## src/rtl/fmul_seq.sv

```systemverilog
// Byte-serial front end for an external FP32 multiplier: gathers two operands
// MSB-first, issues one multiply, waits with a bounded timer, then streams the result.
module fmul_seq #(
  parameter int unsigned TIMEOUT = 64
) (
  input  logic        clk,
  input  logic        rst_n,
  input  logic [7:0]  in_data,
  input  logic        in_valid,
  output logic        in_ready,
  output logic [7:0]  out_data,
  output logic        out_valid,
  input  logic        out_ready,
  output logic [31:0] mul_a,
  output logic [31:0] mul_b,
  output logic        mul_start,
  input  logic        mul_out_valid,
  input  logic [31:0] mul_out,
  output logic        busy,
  output logic        err
);

  localparam int unsigned DW = 8;
  localparam int unsigned WW = 32;
  localparam int unsigned CW = 2;
  localparam int unsigned TW = 8;

  localparam logic [TW-1:0] TMO_LAST = TW'(TIMEOUT - 1);
  localparam logic [WW-1:0] QNAN     = 32'h7FC0_0000;
  localparam logic [CW-1:0] CNT_LAST = CW'(3);

  typedef enum logic [2:0] {
    S_LOAD_A = 3'd0,
    S_LOAD_B = 3'd1,
    S_ISSUE  = 3'd2,
    S_WAIT   = 3'd3,
    S_DRAIN  = 3'd4
  } state_t;

  state_t        state_q, state_d;
  logic [CW-1:0] cnt_q, cnt_d;
  logic [TW-1:0] tmr_q, tmr_d;
  logic [WW-1:0] a_q, a_d;
  logic [WW-1:0] b_q, b_d;
  logic [WW-1:0] res_q, res_d;
  logic          err_q, err_d;
  logic          in_ready_q, in_ready_d;
  logic          out_valid_q, out_valid_d;
  logic          mul_start_q, mul_start_d;
  logic          busy_q, busy_d;

  // State and registered outputs
  always_ff @(posedge clk or negedge rst_n) begin
    if (!rst_n) begin
      state_q     <= S_LOAD_A;
      cnt_q       <= '0;
      tmr_q       <= '0;
      a_q         <= '0;
      b_q         <= '0;
      res_q       <= '0;
      err_q       <= 1'b0;
      in_ready_q  <= 1'b1;
      out_valid_q <= 1'b0;
      mul_start_q <= 1'b0;
      busy_q      <= 1'b0;
    end else begin
      state_q     <= state_d;
      cnt_q       <= cnt_d;
      tmr_q       <= tmr_d;
      a_q         <= a_d;
      b_q         <= b_d;
      res_q       <= res_d;
      err_q       <= err_d;
      in_ready_q  <= in_ready_d;
      out_valid_q <= out_valid_d;
      mul_start_q <= mul_start_d;
      busy_q      <= busy_d;
    end
  end

  // Next-state and datapath updates; the byte counter wraps to 0 on each 4th transfer
  always_comb begin
    state_d = state_q;
    cnt_d   = cnt_q;
    tmr_d   = tmr_q;
    a_d     = a_q;
    b_d     = b_q;
    res_d   = res_q;
    err_d   = err_q;
    case (state_q)
      S_LOAD_A: begin
        if (in_valid && in_ready_q) begin
          a_d   = {a_q[WW-DW-1:0], in_data};
          cnt_d = cnt_q + CW'(1);
          if (cnt_q == CNT_LAST) state_d = S_LOAD_B;
        end
      end
      S_LOAD_B: begin
        if (in_valid && in_ready_q) begin
          b_d   = {b_q[WW-DW-1:0], in_data};
          cnt_d = cnt_q + CW'(1);
          if (cnt_q == CNT_LAST) state_d = S_ISSUE;
        end
      end
      S_ISSUE: begin
        tmr_d   = '0;
        state_d = S_WAIT;
      end
      S_WAIT: begin
        // A result arriving on the last permitted cycle still beats the timeout
        if (mul_out_valid) begin
          res_d   = mul_out;
          state_d = S_DRAIN;
        end else if (tmr_q == TMO_LAST) begin
          res_d   = QNAN;
          err_d   = 1'b1;
          state_d = S_DRAIN;
        end else begin
          tmr_d = tmr_q + TW'(1);
        end
      end
      S_DRAIN: begin
        if (out_ready && out_valid_q) begin
          res_d = {res_q[WW-DW-1:0], {DW{1'b0}}};
          cnt_d = cnt_q + CW'(1);
          if (cnt_q == CNT_LAST) state_d = S_LOAD_A;
        end
      end
      default: begin
        state_d = S_LOAD_A;
        cnt_d   = '0;
      end
    endcase
  end

  // Output decode from the upcoming state so the flops present it in that state
  always_comb begin
    in_ready_d  = 1'b0;
    out_valid_d = 1'b0;
    mul_start_d = 1'b0;
    busy_d      = 1'b1;
    in_ready_d  = (state_d == S_LOAD_A) || (state_d == S_LOAD_B);
    out_valid_d = (state_d == S_DRAIN);
    mul_start_d = (state_d == S_ISSUE);
    busy_d      = !((state_d == S_LOAD_A) && (cnt_d == '0));
  end

  assign in_ready  = in_ready_q;
  assign out_valid = out_valid_q;
  assign out_data  = res_q[WW-1:WW-DW];
  assign mul_start = mul_start_q;
  assign mul_a     = a_q;
  assign mul_b     = b_q;
  assign busy      = busy_q;
  assign err       = err_q;

endmodule

```

## config.mk

```make
export PLATFORM = sky130hd
export DESIGN_NAME = fmul_seq
export DESIGN_NICKNAME = d
export VERILOG_FILES = /design/src/rtl/fmul_seq.sv
export SDC_FILE = /design/constraint.sdc
export NUM_CORES = 1
export LEC_CHECK = 0
export ABC_AREA = 1
export CAP_MARGIN = 10
export CORE_ASPECT_RATIO = 1.2
export CORE_MARGIN = 1
export CORE_UTILIZATION = 42
export DETAILED_ROUTE_END_ITERATION = 10
export PLACE_DENSITY = 0.7
export SYNTH_ARGS = -nofsm -noshare
export SYNTH_HDL_FRONTEND = slang
export SYNTH_SLANG_ARGS = --single-unit
```

## constraint.sdc

```tcl
create_clock -name clk -period 1.8 [get_ports clk]
set_clock_uncertainty 0.05 [all_clocks]
set_input_delay 0.45 -clock clk [delete_from_list [all_inputs] [get_ports clk]]
set_output_delay 0.45 -clock clk [all_outputs]
set_load 0.02 [all_outputs]
```

Word level (Yosys, flattened, before mapping) --
Index checks and enable logic that the tools add are counted.
Operators by class: $add $sub $neg 2, multiply operators 0, divide/modulo/power cells 0, magnitude comparators 0, eq/ne operators 13, shifts and indexed selects 0, muxes and demuxes 19, bitwise logic cells 1, reductions and logical operators 17
Operators by type and width (number):
- $mux 32 | 3
- $pmux 32 s2 | 1
- $mux 3 | 8
- $mux 8 | 2
- $pmux 8 s2 | 1
- $pmux 3 s5 | 1
- $eq 3x2->1 const B | 3
- $reduce_and 3->1 | 3
- $add 8x1->8 const B | 1
- $eq 8x6->1 const B | 1
- $eq 3x1->1 const B | 2
- $eq 3x3->1 const B | 2
- $logic_not 3->1 | 2
- $ne 2x2->1 const B | 3
- $pmux 2 s3 | 1
- $mux 2 | 2
- $reduce_and 2->1 | 2
- $reduce_bool 2->1 | 2
- $reduce_or 2->1 | 2
- $logic_and 1x1->1 | 3
- $ne 3x3->1 const B | 1
- $add 2x1->2 const B | 1
- $eq 2x2->1 const B | 1
- $logic_not 2->1 | 1
- 3 further kinds | 3
Word-level totals: flip-flop bits (word level) 114, bits in latches 0, bits in writable memories 0, ROM bits 0, input port bits 45, output and inout port bits 77, logic and storage cells 63, memories 0

Logic depth before layout (Yosys ltp) --
Gate-level depths: netlist of the first run.
word-level depth 7, gate-level depth with buffers 10, mapped depth without buffers 9

Worst setup path after synthesis of the first run --
OpenSTA, ideal clock, no wires.
kind register to register, from register tmr_q[0], to register res_q[24], library setup time 0.118 ns, arrival 1.431 ns, data required time 1.632 ns, setup slack 0.201 ns, cell stages (with the launch flop) 11, path buffers 2, period minus slack after synthesis 1.599 ns, cell sequence dfrtp_1 -> ha_1 -> nand2_1 -> nor2_2 -> nand2_1 -> nand2_2 -> nand2_2 -> buf_4 -> buf_6 -> nand2_1 -> nand2_1
Between the ends: longest elaborated chain between the ends 3
Ends and longest elaborated chain:
- start, declared | line 42 | logic [TW-1:0] tmr_q, tmr_d;
- start signal, assigned | line 69 | tmr_q <= tmr_d;
- $eq 8x6->1 | line 114 | end else if (tmr_q == TMO_LAST) begin
- $ne 3x3->1 (no source line)
- $reduce_and 3->1 (no source line)
- end signal, assigned | line 72 | res_q <= res_d;
- end, declared | line 45 | logic [WW-1:0] res_q, res_d;
Every way passes these cells. A chain may end at the register's enable or synchronous reset.

Worst setup path after layout of the first run --
from register in_ready_q (netlist: in_ready), to output in_ready
RTL lines:
- start, declared | line 47 | logic in_ready_q, in_ready_d;
- start signal, assigned | line 74 | in_ready_q <= in_ready_d;
- end, declared | line 10 | output logic in_ready,
No word-level cell between the ends.

==> impl_metrics.ini, run 1 <==
[clocking]
clkSinkCount = 114
cts-buffers-inserted = 17
htree_levels = 4
clk_path_buf_depth = 2
cts_root_buffer = clkbuf_16
clkLatencyLatePin_ns = 0.41
cts_tree = built
clkTransAtPathRegs_ns = 0.06

[power_and_ir_drop]
internal-power_uw = 7600
switching_power_uw = 4790
total_leakage_power_uw = 0.00365
total_power_uw = 12400
ir_drop_mv = 0.993
power.density_nw_per_um2 = 1780
p_sw_share_pct = 38.7
pwr-share-clk_pct = 26.5
p_seq_share_pct = 35.0
pwr-share-comb_pct = 38.5

[timing]
relSlewSlack_pct = 65.6
whs_ns = 0.0106
final-setup-viol-count = 0
maxSlewViolCount = 0
min_period_over_period_pct = 97.3
tightestPinTransition_ns = 0.512
hold_viol_final = 0
rsz0062_at_grt = yes
max_clock_freq_mhz = 571
fin_tns_setup_ns = 0
min_period_ns = 1.75

[worst_setup_path]
cp_data_arrival_time_ns = 1.25
reg2regPathDepth = 9
worstPathMaxFanout = 3
cp_slowest_cell = dfstp_2
max_stage_delay_ns = 0.55
cp_num_buf_inv = 1
critPathTopFamily = flip-flops
r2r_start = tmr_q[0]$_DFFE_PN0P_
critPathCaptureType = output pin
cp.required_ns = 1.30
r2r_slack_ns = 0.13
crit_type = reg -> out
worstSetupStartpointType = flip-flop
rr_endpoint = busy$_DFF_PN0_
cp_cell_sequence = clkdlybuf4s15_1
crit_cells = 1

[finish]
n_fill_cell = 996
areaGrowthSynthToFinish_pct = 42.1
final_area_um2 = 6960
fin_util_pct = 62.2
multiInputGateArea_um2 = 1730
fin_nets = 761
layout_commonest_cell = nand2_1
drive_gt1_share_pct = 10.9
antennaDiodeCount = 0
mostFrequentLayoutCells = nand2_1 (210), dfrtp_1 (113), dlygate4sd2_1 (76), nor2_1 (53), o21ai_0 (46)
ff_latch_area_um2 = 2850

[logic_synthesis]
syn_avg_cell_area_um2 = 8.49
synth_fp_nets = 624
synth-edff-count = 0
postSynth.asyncResetShare_pct = 100
synth-compound-area-share_pct = 8.43
yosys.area_share.xor_xnor_pct = 0.179
synthAdderAreaFrac_pct = 0.511
synthCells = 577
synthMuxAreaShare_pct = 0.920
yosysUniqueCellTypes = 27
synth_top_family_by_area = simple AND/OR/NAND/NOR gates
synth-seq-cells = 114
ys.flop_type = dfrtp_1
ys_warn_count = 0
syn_area_um2 = 4900
yosys.area_share.simple_pct = 24.7
ys_seq_area_share_pct = 58.3

[floorplan]
num_rows = 42
core-area_um2 = 11200
die_y_um = 120
die_x_um = 101
pin_count = 122
dieArea_um2 = 12100
start_util_pct = 43.8

[detailed_routing]
drt_iter0_drc = 156
route.detailed.wl_per_inst_um = 13.4
first_pass_iters = 4
drc = 0
ant_nets = 0
wl_um = 11800
vias = 4225
vias_per_cell = 4.80

[place]
io_buffers = 121
placed_area_um2 = 6430
place_congestion = 0.808
hpwl_um = 8110

[global_routing]
grt_first_pass_wirelength_um = 19700
grt_usage_pct = 21.1
grt_max_degree = 88
grt_overflow = 0
grt_pass1_vias = 4147
antenna_found_initial = 0

[hold_path]
min_path_type = in -> async

[flow_run]
maxCapViolations = 0

[status]
status = finished clean
-- layer usage --
layer / part of all wire, % / up-vias / track usage, %
met3: 8.1 / 7 / 8.21
li1: - / 2086 / -
met4: 0.63 / 0 / 7.79
met1: 40 / 2005 / 23.7
met2: 52 / 127 / 35.9
met5: 0 / - / 0
-- power by group through the flow --
stage	sequential (uW)	combinational, uW	clock [uW]
final	4340	4770	3280
after detailed placement	4390	5320	0
after global placement	4360	5190	0
after floorplan	5090	2080	0
after global routing	4480	5300	3450
after CTS	4350	4820	3330
-- synthesized netlist by cell type, drive strengths merged (2+ instances only) --
cell	number	area, um^2
nand2	214	811
dfrtp	113	2830
nor2	56	215
o21ai	50	262
inv	45	169
nand3	29	150
buf	23	144
a21oi	18	90.1
clkbuf	8	30.0
a22oi	7	52.6
mux2	4	45.0
ha	2	25.0
nand4	2	12.5
nor3b	2	15.0
-- what timing repair did --
action,CTS,global route
hold buffers,0,0
endpoints found under the hold margin,0,0
resized for setup,78,7
setup endpoints to repair,77,29
setup buffers,0,1
cloned,0,0
pin swaps,0,2
-- cells by family after synthesis --
| kind of cell | count (synthesis) |
|---|---|
| AO/OA/AOI/OAI | 76 |
| buffers and inverters | 76 |
| AND/OR/NAND/NOR | 304 |
| XOR/XNOR | 1 |
| multiplexers | 4 |
| adder cells (fa/ha/maj) | 2 |
| flip-flops | 114 |
-- through the flow --
step	std cells	worst slack [ns]
after CTS	880	0.0232
after floorplan	577	0.201
after global placement	848	-0.104
after global routing	881	-0.0234
final	881	0.0488
after detailed placement	848	-0.156
-- worst max path at each step --
stage,startpoint,endpoint,slack (ns)
global route,tmr_q[0]$_DFFE_PN0P_,busy$_DFF_PN0_,-0.02
finish,in_ready$_DFF_PN1_,in_ready,0.05
floorplan,tmr_q[0]$_DFFE_PN0P_,res_q[24]$_DFFE_PN0P_,0.20
CTS,tmr_q[0]$_DFFE_PN0P_,busy$_DFF_PN0_,0.02
detailed placement,in_valid,mul_b[6]$_DFFE_PN0P_,-0.16
global placement,mul_out_valid,res_q[15]$_DFFE_PN0P_,-0.10
-- layout make-up --
type                       count  share of cell area (%)
clock buffer                  17                    6.11
sequential                   114                    41.0
timing repair buffer         149                    20.5
inverter                      45                    2.46
multi-input combinational    387                    24.8
tap                          154                    2.77
clock inverter                15                    2.34
-- state kept, by name, summed over array words and instances (netlist names) --
name       count
mul_a         32
mul_b         32
res_q         32
tmr_q          8
state_q        3
cnt_q          2
busy           1
err            1
in_ready       1
mul_start      1
out_valid      1
No activity file was read; power rests on OpenSTA's default activity.
==> run 2, diff against run 1 <==
clock period = 2.3 ns   (was 1.8 ns; I/O delays follow)
==> impl_metrics.ini, run 2 (synthesis gave the netlist of run 1 again) <==
[status]
status = finished clean

[clocking]
postCtsSetupBuffers = 0
cts_tree = built
cts_root_buffer = clkbuf_16
cts_resized = 0
clkTransAtPathRegs_ns = 0.05
ctsHoldBuffers = 0
clk_path_buf_depth = 2
cts-buffers-inserted = 17
clkLatencyLatePin_ns = 0.40
clkSinkCount = 114
htree_levels = 4

[worst_setup_path]
max_stage_delay_ns = 0.61
rr_endpoint = res_q[14]$_DFFE_PN0P_
cp_slowest_cell = clkdlybuf4s50_1
r2r_start = tmr_q[0]$_DFFE_PN0P_
cp.required_ns = 1.67
critPathTopFamily = buffers and inverters
reg2regPathDepth = 9
worstPathMaxFanout = 3
cp_data_arrival_time_ns = 1.56
worstSetupStartpointType = flip-flop
crit_type = reg -> out
critPathCaptureType = output pin
cp_cell_sequence = clkdlybuf4s50_1
cp_num_buf_inv = 1
r2r_slack_ns = 0.48

[power_and_ir_drop]
power.density_nw_per_um2 = 1480
pwr-share-clk_pct = 27.8
internal-power_uw = 6490
switching_power_uw = 3650
total_leakage_power_uw = 0.00338
pwr-share-comb_pct = 38.5
p_sw_share_pct = 36.0
p_seq_share_pct = 33.8
ir_drop_mv = 0.868

[timing]
rsz0062_at_grt = no
hold_viol_final = 0
relSlewSlack_pct = 59.6
tightestPinTransition_ns = 0.606
whs_ns = 0.192
max_clock_freq_mhz = 459
maxSlewViolCount = 0
final-setup-viol-count = 0
min_period_ns = 2.18
fin_tns_setup_ns = 0
min_period_over_period_pct = 94.8

[detailed_routing]
ant_nets = 0
first_pass_iters = 4
route.detailed.wl_per_inst_um = 13.6
vias_per_cell = 4.82
vias = 4149
wl_um = 11700
drc = 0
drt_iter0_drc = 197

[finish]
drive_gt1_share_pct = 7.92
n_fill_cell = 961
layout_commonest_cell = nand2_1
mostFrequentLayoutCells = nand2_1 (211), clkdlybuf4s50_1 (120), dfrtp_1 (113), nor2_1 (53), o21ai_0 (46)
areaGrowthSynthToFinish_pct = 40.3
antennaDiodeCount = 0
fin_nets = 741

[floorplan]
start_util_pct = 43.8
die_x_um = 101
core-area_um2 = 11200
num_rows = 42
pin_count = 122
die_y_um = 120
dieArea_um2 = 12100

[place]
io_buffers = 121
place_congestion = 0.779
hpwl_um = 7900

[global_routing]
antenna_found_initial = 0
grt_first_pass_wirelength_um = 19200
grt_usage_pct = 20.6
grt_overflow = 0
grt_max_degree = 115
grt_pass1_vias = 4061

[flow_run]
maxCapViolations = 0

[hold_path]
min_path_type = in -> async
## run 2: changes by cell type in the layout (fill, tap and decap cells not counted), sizes merged
cell and delta:
clkinvlp -5, dlygate4sd2 -76, inv -1, clkdlybuf4s15 -1, clkbuf +6, clkdlybuf4s50 +77
clkinv -2, buf -20, bufinv +2
## run 2: routing by layer
layer | track usage (%) | part of all wire (%) | up-vias
met5 | 0 | 0 | -
met4 | 6.16 | 0.68 | 0
met3 | 9.19 | 8.0 | 8
met2 | 33.5 | 50 | 114
met1 | 24.5 | 41 | 1975
li1 | - | - | 2052
## run 2: through the flow
stage | setup slack [ns] | power (uW) | cells | util [%] | cell area, um^2
3_5_place_dp | 0.138 | 7360 | 829 | 55.7 | 6230
5_1_grt | 0.0758 | 10800 | 861 | 61.4 | 6870
4_1_cts | 0.0922 | 10200 | 861 | 61.4 | 6870
6_report | 0.120 | 10100 | 861 | 61.4 | 6870
3_3_place_gp | 0.174 | 7230 | 829 | 55.7 | 6230
2_1_floorplan | 0.701 | 5610 | 577 | - | 4900
## run 2: cell type report
class                   count  area, um^2  share of cell area (%)
clock buffers              23         488                    7.10
clock inverters             9         151                    2.20
inverters                  45         169                    2.46
multi-input cells         387        1710                    24.9
flip-flops and latches    114        2850                    41.5
well taps                 154         193                    2.81
repair buffers            129        1310                    19.0
## run 2: worst max path at each step
| stage | startpoint | to | slack, ns | depth (start not counted) |
|---|---|---|---|---|
| 6_report | in_ready$_DFF_PN1_ | in_ready | 0.12 | 1 |
| 5_1_grt | in_ready$_DFF_PN1_ | in_ready | 0.08 | 1 |
| 4_1_cts | in_ready$_DFF_PN1_ | in_ready | 0.09 | 1 |
| 3_5_place_dp | mul_out_valid | res_q[14]$_DFFE_PN0P_ | 0.14 | 7 |
| 3_3_place_gp | mul_out_valid | res_q[15]$_DFFE_PN0P_ | 0.17 | 7 |
| 2_1_floorplan | tmr_q[0]$_DFFE_PN0P_ | res_q[12]$_DFFE_PN0P_ | 0.70 | 10 |
## run 2: power by group through the flow
stage	Combinational [uW]	Clock [uW]	Sequential [uW]
3_3_place_gp	3810	0	3410
4_1_cts	3950	2860	3430
2_1_floorplan	1630	0	3990
6_report	3900	2820	3420
3_5_place_dp	3920	0	3440
5_1_grt	4280	2940	3530
==> run 3, diff against run 2 <==
GPL_ROUTABILITY_DRIVEN = 0   (was not set)
==> results of run 3 <==
No change in the layout: final DEF, timing and power equal those of run 2.
